--- config.mk ---
export PLATFORM = sky130hd
export DESIGN_NAME = mem_arbiter
export DESIGN_NICKNAME = d
export VERILOG_FILES = /design/src/rtl/mem_arb_pkg.sv /design/src/rtl/rr_picker.sv /design/src/rtl/mem_arbiter.sv
export SDC_FILE = /design/constraint.sdc
export NUM_CORES = 1
export LEC_CHECK = 0
export ABC_AREA = 1
export CAP_MARGIN = 30
export CORE_ASPECT_RATIO = 1.1
export CORE_UTILIZATION = 35
export DETAILED_ROUTE_END_ITERATION = 10
export PLACE_DENSITY = 0.78
export SLEW_MARGIN = 15
export SYNTH_ARGS = -nofsm -noshare
export SYNTH_HDL_FRONTEND = slang
export SYNTH_HIERARCHICAL = 1
export SYNTH_SLANG_ARGS = --single-unit
export TNS_END_PERCENT = 1
--- constraint.sdc ---
create_clock -name clk -period 2 [get_ports clk]
set_clock_uncertainty 0.05 [all_clocks]
set_input_delay 0.4 -clock clk [delete_from_list [all_inputs] [get_ports clk]]
set_output_delay 0.4 -clock clk [all_outputs]
set_load 0.005 [all_outputs]
--- src/rtl/mem_arb_pkg.sv ---
// Shared types and default widths for the memory arbiter.
// Optional held-grant arbitration is enabled with MEM_ARBITER_LOCK_EN.
package mem_arb_pkg;

  typedef enum logic [1:0] {
    IDLE   = 2'd0,
    ISSUE  = 2'd1,
    RDWAIT = 2'd2
  } state_t;

  localparam int DEF_NUM_REQ = 4;
  localparam int DEF_DATA    = 8;
  localparam int DEF_ADDR    = 16;

endpackage

--- src/rtl/rr_picker.sv ---
// Combinational round-robin search: first requester with req high,
// starting at (last_winner + 1) mod NUM_REQ.
module rr_picker #(
  parameter int NUM_REQ = 4,
  parameter int IDXW    = (NUM_REQ > 1) ? $clog2(NUM_REQ) : 1
) (
  input  logic [NUM_REQ-1:0] req,
  input  logic [IDXW-1:0]    last_winner,
  output logic [IDXW-1:0]    winner,
  output logic               valid
);

  logic [IDXW-1:0] cand;

  // Walk offsets from farthest to nearest so the nearest hit is kept.
  always_comb begin
    winner = '0;
    valid  = 1'b0;
    cand   = '0;
    for (int k = NUM_REQ; k >= 1; k--) begin
      cand = IDXW'((int'(last_winner) + k) % NUM_REQ);
      if (req[cand]) begin
        winner = cand;
        valid  = 1'b1;
      end
    end
  end

endmodule

--- src/rtl/mem_arbiter.sv ---
// Round-robin arbiter sharing one clocked memory port among NUM_REQ requesters.
// Define MEM_ARBITER_LOCK_EN to let a locked winner keep the grant.
module mem_arbiter
  import mem_arb_pkg::*;
#(
  parameter int NUM_REQ = DEF_NUM_REQ,
  parameter int DATA    = DEF_DATA,
  parameter int ADDR    = DEF_ADDR
) (
  input  logic                          clk,
  input  logic                          rst,
  input  logic [NUM_REQ-1:0]            req,
  input  logic [NUM_REQ-1:0]            we,
  input  logic [NUM_REQ-1:0][ADDR-1:0]  addr,
  input  logic [NUM_REQ-1:0][DATA-1:0]  wdata,
  input  logic [NUM_REQ-1:0]            lock,
  output logic [NUM_REQ-1:0]            gnt,
  output logic [NUM_REQ-1:0]            rvalid,
  output logic [DATA-1:0]               rdata,
  output logic [ADDR-1:0]               mem_addr,
  output logic [DATA-1:0]               mem_wdata,
  output logic                          mem_we,
  output logic                          mem_re,
  input  logic [DATA-1:0]               mem_rdata
);

  localparam int IDXW = (NUM_REQ > 1) ? $clog2(NUM_REQ) : 1;
  localparam logic [NUM_REQ-1:0] ONE = NUM_REQ'(1);

  state_t          state;
  logic [IDXW-1:0] last_winner;
  logic [IDXW-1:0] winner;
  logic            we_cap;
  logic [IDXW-1:0] rr_winner;
  logic            rr_valid;
  logic [IDXW-1:0] pick;

  rr_picker #(
    .NUM_REQ (NUM_REQ),
    .IDXW    (IDXW)
  ) u_picker (
    .req         (req),
    .last_winner (last_winner),
    .winner      (rr_winner),
    .valid       (rr_valid)
  );

`ifdef MEM_ARBITER_LOCK_EN
  logic locked;
  logic lock_hit;
  // A locked previous winner that is still requesting bypasses rotation.
  assign lock_hit = locked && req[winner];
  assign pick     = lock_hit ? winner : rr_winner;
`else
  logic unused_lock;
  assign unused_lock = ^lock;
  assign pick        = rr_winner;
`endif

  // Memory read data is registered by the memory itself; pass it through
  // only while a read-valid pulse is out so idle rdata stays at zero.
  assign rdata = (|rvalid) ? mem_rdata : '0;

  always_ff @(posedge clk) begin
    if (rst) begin
      state       <= IDLE;
      gnt         <= '0;
      rvalid      <= '0;
      mem_we      <= 1'b0;
      mem_re      <= 1'b0;
      mem_addr    <= '0;
      mem_wdata   <= '0;
      winner      <= '0;
      we_cap      <= 1'b0;
      last_winner <= IDXW'(NUM_REQ - 1);
`ifdef MEM_ARBITER_LOCK_EN
      locked      <= 1'b0;
`endif
    end else begin
      gnt    <= '0;
      rvalid <= '0;
      mem_we <= 1'b0;
      mem_re <= 1'b0;
      case (state)
        IDLE: begin
          if (rr_valid) begin
            winner    <= pick;
            we_cap    <= we[pick];
            mem_addr  <= addr[pick];
            mem_wdata <= wdata[pick];
            mem_we    <= we[pick];
            mem_re    <= ~we[pick];
            gnt       <= ONE << pick;
            state     <= ISSUE;
`ifdef MEM_ARBITER_LOCK_EN
            if (!lock_hit) last_winner <= pick;
            locked <= lock[pick];
`else
            last_winner <= pick;
`endif
          end
        end
        ISSUE: begin
          if (we_cap) begin
            state <= IDLE;
          end else begin
            rvalid <= ONE << winner;
            state  <= RDWAIT;
          end
        end
        RDWAIT:  state <= IDLE;
        default: state <= IDLE;
      endcase
    end
  end

endmodule
==> metrics.md <==
| Metric | Value |
|---|---|
| Status | finished, violations left |
| Failing checks | setup timing |
| Fin area | 4670 um^2 |
| Yosys top cell area share | 0.328 |
| Core Region | 6750 um^2 |
| Worst EP required | 2.14 ns |
| Min-delay worst type | flop to flop |
| Setup tns final | -0.0709 ns |
| Initial drt markers | 126 |
| DIE WIDTH | 82.6 um |
| Setup violators final | 8 |
| Final core occ | 0.692 |
| Worst-skew pair later-pin latency | 0.29 ns |
| Ys Warns | 6 |
| Layout cells sized above 1 | 0.133 |
| Initial antenna violation count | 0 |
| Crit path kind | input port to flop |
| Mapped cell area | 2500 um^2 |
| Critical path data arrival time | 2.17 ns |
| # diodes | 0 |
| DR vias/cell | 4.82 |
| Die Area | 7500 um^2 |
| Total CTS buffers | 5 |
| CTS tree | yes |
| Grt total ovfl | 0 |
| Worst Slack Setup Final | -0.0251 ns |
| Synth Instances | 407 |
| Final Hold Vio Count | 0 |
| # fillers | 601 |
| Minimum clock period | 2.03 ns |
| DRC Markers | 0 |
| Max Clock Freq | 0.494 GHz |
| CP endpoint kind | flop |
| Pre-CTS setup slack | -0.293 ns |
| Wire length per cell | 13.4 um |
| Synth unique cells | 30 |
| Hold_buf cts | 0 |
| Final ANT Viol Nets | 0 |
| # clock sinks | 41 |
| Longest Clk Path Bufs | 2 |
| Max IR drop VDD | 1.16 mV |
| Clock slew at reported path FFs | 0.08 ns |
| Htree depth | 2 |
| Worst slew margin | 0.816 |
| Top Ports | 160 |
| Flops & latches, synth | 41 |
| Row count | 31 |
| Largest net degree at the start of global routing | 54 |
| Placed instance count | 643 |
| Power per Cell Area | 1860 nW/um^2 |
| Clock root cell | clkbuf_8 |
| Routability Congestion | 0.848 |
| All-Layer GR Usage | 0.217 |
| Dpl hpwl | 6.24 mm |
| Crit path launch type | input port |
| Sequential fraction of the synthesis area | 0.328 |
| Buffers on Ports | 155 |
| Initial Utilization | 0.371 |
| Die height | 90.7 um |
| Max Cap Viol | 0 |
| Non-Filler Instances | 660 |
| First-pass GRT wire length | 12.8 mm |
| DR pass1 iterations | 4 |
| Max Slew Vio Count | 0 |
| Via count | 3181 |
| Critical path peak fanout | 13 |
| Synth area leaders | dfxtp_1 (33%), nand2_1 (28%), nand3_1 (13%) |
| Placed cell areas | 4260 um^2 |
| Fin crit share | 1.01 |
| Vias in the first global route | 3022 |
| Worst slew pin tran | 0.276 ns |
| RSZ-0062 raised after global routing | true |
| Avg Inst Size Synth | 6.15 um^2 |
| Mapped Nets | 525 |
| NumNets Final | 695 |
| Final wirelength | 8.84 mm |
| Leakage power total | 2.29 nW |
| Area grow syn2layout | 86.5% |
| Leading area contributor after synthesis | dfxtp_1 |
[state kept, by name, indices dropped and copies added (netlist names)]
signal	count
mem_re	1
last_winner	2
we_cap	1
mem_we	1
gnt	4
mem_wdata	8
state	2
winner	2
mem_addr	16
rvalid	4
[per-layer routing]
layer,global-route usage,share of wire
met2,0.408,0.52
met5,0,0
met4,0.0546,0.015
met3,0.0586,0.088
met1,0.228,0.38
[metrics by stage]
stage	total power [mW]	hold WS (ns)
finish	8.70	0.394
global route	9.40	0.417
CTS	7.44	0.393
detailed placement	6.64	0.381
global placement	6.51	0.374
floorplan	4.50	0.364
[timing repair]
item,4_1_cts,5_1_grt
gates resized for setup,2,35
pin swaps,0,11
setup endpoints to repair,8,38
buffers inserted,0,3
gates cloned,0,6
[worst max-delay path: stages]
cell and delay [ns]:
clkdlybuf4s50_1 0.47, inv_2 0.06, o21ai_4 0.18, nand2_1 0.09
nand2_1 0.07, inv_1 0.06, nand3_2 0.12, nand2_8 0.10
buf_12 0.15, clkbuf_16 0.17, nand2_1 0.07, nand3_1 0.07
nand3_1 0.10, nand2_1 0.05
[Yosys cell counts, drive strengths merged]
library cell	n
a21oi	10
a31oi	8
and2	1
buf	21
clkinv	1
dfxtp	41
inv	33
nand2	196
nand3	71
nand4	2
nor2	16
nor3	1
nor4	1
o211ai	1
o21ai	4
[placed cells by master, fill, tap and decap left out, types with 2 or more instances in the layout]
cell type        count
buf_4               11
clkbuf_8             5
clkbuf_16            3
a31oi_1              8
nand3_2             14
dlymetal6s2s_1      10
nor2_1              11
nand4_1              2
o21ai_0              2
dfxtp_1             40
bufinv_16            2
a21oi_1             10
clkdlybuf4s50_1    144
buf_6                5
nand2_1            184
nand2_2              8
inv_2                3
nand2_4              3
buf_12               9
inv_1               27
nand3_1             57
nor2_2               3
[power breakdown]
group | leakage [nW] | internal (mW) | switching, mW
clock network | 0.0681 | 0.496 | 0.299
logic | 1.88 | 3.16 | 3.47
registers | 0.338 | 1.12 | 0.156
[layout make-up]
class / count / area [um^2] / area share
timing repair buffer: 183 / 1970 / 0.422
inverter: 34 / 150 / 0.0322
sequential: 41 / 822 / 0.176
clock inverter: 3 / 65.1 / 0.0139
tap: 82 / 103 / 0.0220
timing repair inverter: 1 / 8.76 / 0.00188
clock buffer: 5 / 68.8 / 0.0147
multi-input combinational: 311 / 1480 / 0.318
[cells by family after synthesis]
group,after synthesis,share of synthesized area
AO/OA/AOI/OAI,23,0.0525
buffers and inverters,55,0.109
flip-flops,41,0.328
AND/OR/NAND/NOR,288,0.510
[worst paths after layout]
| kind | start | slack (ns) | cells after the start | end |
|---|---|---|---|---|
| setup / recovery | req[1] | -0.03 | 14 | mem_addr[8]$_SDFFE_PP0P_ |
| hold / removal | winner[0]$_SDFFE_PP0P_ | 0.39 | 1 | rvalid[0]$_SDFF_PP0_ |
| setup reg to reg | last_winner[0]$_SDFFE_PP1P_ | 0.06 | 16 | mem_addr[8]$_SDFFE_PP0P_ |
| hold reg to reg | winner[0]$_SDFFE_PP0P_ | 0.39 | 1 | rvalid[0]$_SDFF_PP0_ |
Note: power is estimated with default switching activity, not from simulation.
